File: config.mk
export PLATFORM = sky130hd
export DESIGN_NAME = usb_rx_ctrl_flat
export DESIGN_NICKNAME = d
export VERILOG_FILES = /design/src/rtl/usb_pkg.sv /design/src/rtl/usb_rx_ctrl_if.sv /design/src/rtl/usb_rx_ctrl_timer.sv /design/src/rtl/usb_rx_ctrl.sv /design/src/flat_wrapper.sv
export SDC_FILE = /design/constraint.sdc
export NUM_CORES = 1
export LEC_CHECK = 0
export CAP_MARGIN = 25
export CORE_MARGIN = 2
export CORE_UTILIZATION = 40
export CTS_BUF_LIST = sky130_fd_sc_hd__clkbuf_2
export DETAILED_ROUTE_END_ITERATION = 7
export DONT_BUFFER_PORTS = 1
export PLACE_DENSITY = 0.66
export SKIP_LAST_GASP = 1
export SLEW_MARGIN = 20
export SYNTH_ARGS = -nofsm -noshare
export SYNTH_HDL_FRONTEND = slang
export SYNTH_SLANG_ARGS = --single-unit
File: constraint.sdc
create_clock -name clk -period 4.5 [get_ports clk]
set_input_delay 0.675 -clock clk [delete_from_list [all_inputs] [get_ports clk]]
set_output_delay 0.675 -clock clk [all_outputs]
set_load 0.02 [all_outputs]
File: src/rtl/usb_pkg.sv
// usb_pkg: shared USB PID constants, packet field offsets and rx sequencer state type
package usb_pkg;

    localparam logic [3:0] ACK   = 4'b0100;
    localparam logic [3:0] NAK   = 4'b0101;
    localparam logic [3:0] DATA0 = 4'b1100;

    localparam int PKT_W = 99;

    // handshake packet: PID then its complement
    localparam int HS_PID_HI  = 7;
    localparam int HS_PID_LO  = 4;
    localparam int HS_NPID_HI = 3;
    localparam int HS_NPID_LO = 0;

    // data packet: PID, 64-bit payload, CRC16
    localparam int DT_PID_HI = 87;
    localparam int DT_PID_LO = 84;
    localparam int DT_PL_HI  = 79;
    localparam int DT_PL_LO  = 16;
    localparam int DT_CRC_HI = 15;
    localparam int DT_CRC_LO = 0;

    typedef enum logic [2:0] {
        S_IDLE,
        S_WAIT_RESP,
        S_RETRY,
        S_DONE_OK,
        S_DONE_ERR
    } rx_state_t;

endpackage

File: src/rtl/usb_rx_ctrl_if.sv
// usb_rx_ctrl_if: decoder/encoder-side signals of the host rx sequencer
//   slave  (sequencer): receives start/isIn/pkt/pktOutAvail/valid,
//                       drives decEn/resend/sendAck/txDone/success/dataOut/retries
//   master (driver)   : the opposite directions
interface usb_rx_ctrl_if;
    import usb_pkg::*;

    logic             start;
    logic             isIn;
    logic [PKT_W-1:0] pkt;
    logic             pktOutAvail;
    logic             valid;
    logic             decEn;
    logic             resend;
    logic             sendAck;
    logic             txDone;
    logic             success;
    logic [63:0]      dataOut;
    logic [3:0]       retries;

    modport slave (
        input  start, isIn, pkt, pktOutAvail, valid,
        output decEn, resend, sendAck, txDone, success, dataOut, retries
    );

    modport master (
        output start, isIn, pkt, pktOutAvail, valid,
        input  decEn, resend, sendAck, txDone, success, dataOut, retries
    );

endinterface

File: src/rtl/usb_rx_ctrl_timer.sv
// rx_timer: response-window counter with clear/enable and terminal count at TIMEOUT-1
//   clk, rst : clock, asynchronous active-high reset
//   clr      : synchronous clear (wins over en)
//   en       : count enable
//   tc       : high while the count equals TIMEOUT-1
module rx_timer #(
    parameter int TIMEOUT = 255,
    parameter int CW      = 8
) (
    input  logic clk,
    input  logic rst,
    input  logic clr,
    input  logic en,
    output logic tc
);

    logic [CW-1:0] cnt;

    always_ff @(posedge clk or posedge rst) begin
        if (rst)
            cnt <= '0;
        else if (clr)
            cnt <= '0;
        else if (en)
            cnt <= cnt + CW'(1);
    end

    assign tc = cnt == CW'(TIMEOUT - 1);

endmodule

File: src/rtl/usb_rx_ctrl.sv
// usb_rx_ctrl: host transaction sequencer - response window, classification, timeout, retry
//   clk, rst : clock, asynchronous active-high reset
//   bus      : usb_rx_ctrl_if.slave (start/isIn/pkt/pktOutAvail/valid in;
//              decEn/resend/sendAck/txDone/success/dataOut/retries out)
module usb_rx_ctrl
    import usb_pkg::*;
#(
    parameter int TIMEOUT   = 255,
    parameter int MAX_RETRY = 8,
    parameter int CW        = 8
) (
    input  logic          clk,
    input  logic          rst,
    usb_rx_ctrl_if.slave  bus
);

    localparam logic [3:0] MR = 4'(MAX_RETRY);

    rx_state_t   state, state_nx;
    logic        in_q;
    logic [3:0]  retries_q;
    logic [63:0] data_q;
    logic        tc;
    logic        accept;
    logic        unused_bits;

    // IN expects an intact DATA0, OUT expects an intact ACK; everything else is a retry
    assign accept = bus.valid && (in_q ? bus.pkt[DT_PID_HI:DT_PID_LO] == DATA0
                                       : bus.pkt[HS_PID_HI:HS_PID_LO] == ACK);

    assign unused_bits = ^{bus.pkt[PKT_W-1:DT_PID_HI+1], bus.pkt[DT_PID_LO-1:DT_PL_HI+1],
                           bus.pkt[DT_CRC_HI:HS_PID_HI+1], bus.pkt[HS_NPID_HI:HS_NPID_LO]};

    // timer is held clear outside the window, so every entry starts from 0
    rx_timer #(.TIMEOUT(TIMEOUT), .CW(CW)) u_timer (
        .clk (clk),
        .rst (rst),
        .clr (state != S_WAIT_RESP),
        .en  (state == S_WAIT_RESP),
        .tc  (tc)
    );

    always_ff @(posedge clk or posedge rst) begin
        if (rst)
            state <= S_IDLE;
        else
            state <= state_nx;
    end

    always_comb begin
        state_nx = state;
        case (state)
            S_IDLE:      state_nx = bus.start ? S_WAIT_RESP : S_IDLE;
            S_WAIT_RESP: state_nx = bus.pktOutAvail ? (accept ? S_DONE_OK : S_RETRY)
                                                    : (tc ? S_RETRY : S_WAIT_RESP);
            S_RETRY:     state_nx = (retries_q == MR) ? S_DONE_ERR : S_WAIT_RESP;
            default:     state_nx = S_IDLE;
        endcase
    end

    always_ff @(posedge clk or posedge rst) begin
        if (rst) begin
            in_q      <= 1'b0;
            retries_q <= '0;
            data_q    <= '0;
        end else begin
            if (state == S_IDLE && bus.start) begin
                in_q      <= bus.isIn;
                retries_q <= '0;
            end
            if (state == S_RETRY && retries_q != MR)
                retries_q <= retries_q + 4'd1;
            if (state == S_WAIT_RESP && bus.pktOutAvail && accept && in_q)
                data_q <= bus.pkt[DT_PL_HI:DT_PL_LO];
        end
    end

    always_comb begin
        bus.decEn   = state == S_WAIT_RESP;
        bus.resend  = state == S_RETRY && retries_q != MR;
        bus.sendAck = state == S_DONE_OK && in_q;
        bus.txDone  = state == S_DONE_OK || state == S_DONE_ERR;
        bus.success = state == S_DONE_OK;
        bus.dataOut = data_q;
        bus.retries = retries_q;
    end

endmodule

File: src/flat_wrapper.sv
// flat-port wrapper written by rule: the top's interface ports become plain ports
module usb_rx_ctrl_flat import usb_pkg::*;
#(
    parameter int TIMEOUT   = 255,
    parameter int MAX_RETRY = 8,
    parameter int CW        = 8
)
  (clk, rst, bus_start, bus_isIn, bus_pkt, bus_pktOutAvail, bus_valid, bus_decEn, bus_resend, bus_sendAck, bus_txDone, bus_success, bus_dataOut, bus_retries);
  usb_rx_ctrl_if bus_i ();
  input  logic clk;
  input  logic rst;
  input wire logic [$bits(bus_i.start)-1:0] bus_start;
  input wire logic [$bits(bus_i.isIn)-1:0] bus_isIn;
  input wire logic [$bits(bus_i.pkt)-1:0] bus_pkt;
  input wire logic [$bits(bus_i.pktOutAvail)-1:0] bus_pktOutAvail;
  input wire logic [$bits(bus_i.valid)-1:0] bus_valid;
  output wire logic [$bits(bus_i.decEn)-1:0] bus_decEn;
  output wire logic [$bits(bus_i.resend)-1:0] bus_resend;
  output wire logic [$bits(bus_i.sendAck)-1:0] bus_sendAck;
  output wire logic [$bits(bus_i.txDone)-1:0] bus_txDone;
  output wire logic [$bits(bus_i.success)-1:0] bus_success;
  output wire logic [$bits(bus_i.dataOut)-1:0] bus_dataOut;
  output wire logic [$bits(bus_i.retries)-1:0] bus_retries;
  assign bus_i.start = bus_start;
  assign bus_i.isIn = bus_isIn;
  assign bus_i.pkt = bus_pkt;
  assign bus_i.pktOutAvail = bus_pktOutAvail;
  assign bus_i.valid = bus_valid;
  assign bus_decEn = bus_i.decEn;
  assign bus_resend = bus_i.resend;
  assign bus_sendAck = bus_i.sendAck;
  assign bus_txDone = bus_i.txDone;
  assign bus_success = bus_i.success;
  assign bus_dataOut = bus_i.dataOut;
  assign bus_retries = bus_i.retries;
  usb_rx_ctrl #(.TIMEOUT(TIMEOUT), .MAX_RETRY(MAX_RETRY), .CW(CW)) u_core (.clk(clk), .rst(rst), .bus(bus_i));
endmodule
==> reports/metrics.csv <==
stage;metric;value;unit
run_status;status;complete, no violations;
timing;slew at the pin closest to its max-slew limit;0.610;ns
setup_path;Worst Path Max Fanout;11;
routing;DRC Markers;0;
setup_path;RR Startpoint;u_core.state[2];
floorplan;Die H;94.1;um
yosys;ys flop type;dfrtp_1;
placement;RD Place Congestion;0.721;
timing;Layout Skew;0.0281;ns
finish;layout cell share with drive strength beyond 1;34.8;%
yosys;Post-Syn Nets;333;
clock_network;cts hold-fix bufs;0;
clock_network;CTS tree;yes;
setup_path;CP Capture Type;output pin;
global_route;initial antenna violation count;1;
clock_network;PostCTS Resize Cnt;0;
yosys;Syn Inst Count;224;
yosys;Mapped Area;0.00325;sq mm
finish;Layout Nets;339;
global_route;global-route usage over all layers;13.5;%
setup_path;Setup CP Type;flop to output pin;
timing;Final min period;2.51;ns
timing;FMAX;398;MHz
clock_network;Clock Tree Buf Depth;2;
finish;# fillers;712;
setup_path;crit start category;flop;
floorplan;Initial Utilization;41.6;%
timing;Slew Viols, Final;0;
placement;Place WS;2.28;ns
yosys;area leader, netlist;dfrtp_1;
clock_network;# H-tree levels;3;
setup_path;Arrival @ worst endpoint;1.84;ns
floorplan;std cell rows;32;
yosys;Seq/Total Area, Yosys;61.7;%
routing;initial DRC count;87;
clock_network;clk_lat worst skew;0.49;ns
clock_network;Reg clk slew, reported paths;0.20;ns
timing;fin crit share;55.9;%
finish;area growth from synthesis to layout;6.78;%
power;Max VDD drop;0.169;mV
placement;PortBufs;0;
placement;Detailed Place HPWL;4.10;mm
timing;Hold WS;0.0842;ns
yosys;async set-reset flop share out of synthesis;100;%
routing;Vias;1776;
global_route;number of global-route vias before repair;1875;
worst_hold_path;Hold Path Class;input port to async pin;
routing;drt pass-1 iters;3;
power;Power Density;504;mW/mm^2
timing;Slew headroom;59.3;%
floorplan;I/O Pins;178;
routing;final antenna-violating net count;0;
timing;Hold Violations, Final;0;
setup_path;required time worst endpoint;3.83;ns
power;Pleak;1.71;nW
clock_network;CTS Sinks;80;
yosys;post-synth top area share;61.7;%
global_route;GR Overflow Total;0;
clock_network;post-CTS setup buffers;0;
floorplan;core box area;0.00781;sq mm
timing;Final Setup Violations;0;
yosys;most area-consuming cells after synthesis;dfrtp_1 (62%), mux2_2 (21%), mux2_1 (1.7%), ha_1 (1.5%), buf_4 (1.4%);
routing;DR WL/cell;17.1;um
yosys;Post-synth EDFFs;0;
power;Final Power;1.75;mW
clock_network;root buffer cell;clkbuf_2;
routing;Via-to-Cell Ratio;5.29;
finish;footprint of the multi-input gates;0.00117;sq mm
floorplan;die area;0.00885;sq mm
routing;final wirelength;5.74;mm
yosys;Yosys reg bits;80;
job;max-cap violations;0;
yosys;Avg Cell Area, Syn;14.5;sq um
yosys;Netlist cell types;30;
setup_path;Crit. Startpoint;u_core.state[2];
timing;RSZ-0062 raised after global routing;no;
finish;flip-flop and latch area;0.00200;sq mm
timing;Final TNS setup;0;ns
yosys;top-count cell post-synth;dfrtp_1;
global_route;first-pass GRT wire length;9.10;mm
clock_network;CTS Buf Count;9;
timing;Final Worst Setup Slack;1.99;ns
global_route;pin count of the biggest net entering global routing;46;
floorplan;Chip Width;94.1;um
yosys;Commonest cells post-synth;dfrtp_1 (80), mux2_2 (60), nor2_1 (8), inv_1 (7), nand3_1 (7);
yosys;Ys Warns;0;
-- critical path: stages (launching register included) --
cell and delay, ns:
dfrtp_1 0.47, or3b_2 0.63, inv_1 0.25
-- placed cells by master (no fill, tap or decap), types with 4 or more instances in the layout --
| master | netlist | routed |
|---|---|---|
| nand2_1 | 5 | 5 |
| o211ai_1 | 5 | 5 |
| clkbuf_2 | 0 | 9 |
| o21ai_0 | 6 | 6 |
| inv_1 | 7 | 6 |
| ha_1 | 4 | 4 |
| nand3_1 | 7 | 7 |
| nor2_1 | 8 | 8 |
| dfrtp_1 | 80 | 80 |
| mux2_2 | 60 | 60 |
| mux2_1 | 5 | 5 |
-- state kept, by name, summed over array words and instances (netlist names) --
signal and flops:
u_core.state 3, u_core.in_q 1, u_core.u_timer.cnt 8, u_core.bus.dataOut 64, u_core.bus.retries 4
-- final cells by class --
cell class	count	area share, %
Multi-Input combinational cell	129	33.6
Antenna cell	1	0.0722
Sequential cell	80	57.7
Clock inverter	5	2.13
Clock buffer	9	1.30
Timing Repair Buffer	3	0.650
Tap cell	102	3.68
Inverter	7	0.794
-- per-stage QoR --
| stage | area [sq um] | std cells | util (%) |
|---|---|---|---|
| after CTS | 3460 | 335 | 44.4 |
| after detailed placement | 3350 | 321 | 42.9 |
| after floorplan | 3250 | 224 | - |
| final | 3470 | 336 | 44.4 |
| after global placement | 3350 | 321 | 42.9 |
| after global routing | 3460 | 335 | 44.4 |
-- power breakdown --
part / switching, mW / internal [mW]
clock: 0.222 / 0.175
sequential: 0.251 / 0.852
combinational: 0.122 / 0.124
total: 0.595 / 1.15
-- logic make-up (layout without fill, tap and decap cells) --
group | Yosys count | in the layout | share of synthesized area, %
and+or+nand+nor | 38 | 38 | 7.21
AOI/OAI and AO/OA | 18 | 18 | 3.55
DFF | 80 | 80 | 61.7
xor gates and xnor gates | 4 | 4 | 1.08
buffers and inverters | 15 | 24 | 2.43
other | 0 | 1 | 0
muxes | 65 | 65 | 22.5
adders and majority gates | 4 | 4 | 1.54
-- worst paths after layout --
kind                                           to  slack, ns  cells past startpoint
min in group clk           u_core.bus.dataOut[23]       0.30                      1
max in group asynchronous  u_core.bus.dataOut[63]       3.44                      2
max reg2reg                 u_core.bus.dataOut[1]       2.24                      4
min reg2reg                 u_core.u_timer.cnt[0]       0.50                      1
max                                     bus_decEn       1.99                      2
min                               u_core.state[2]       0.08                      1
-- layer usage --
layer  vias up  routed length (um)  GRT usage [%]
met5         -                   0              0
li1        801                   -              -
met2        99                2700           21.2
met4         0                  48           4.71
met1       872                2270           15.0
met3         4                 724           8.59
No activity file was read; power rests on OpenSTA's default activity.
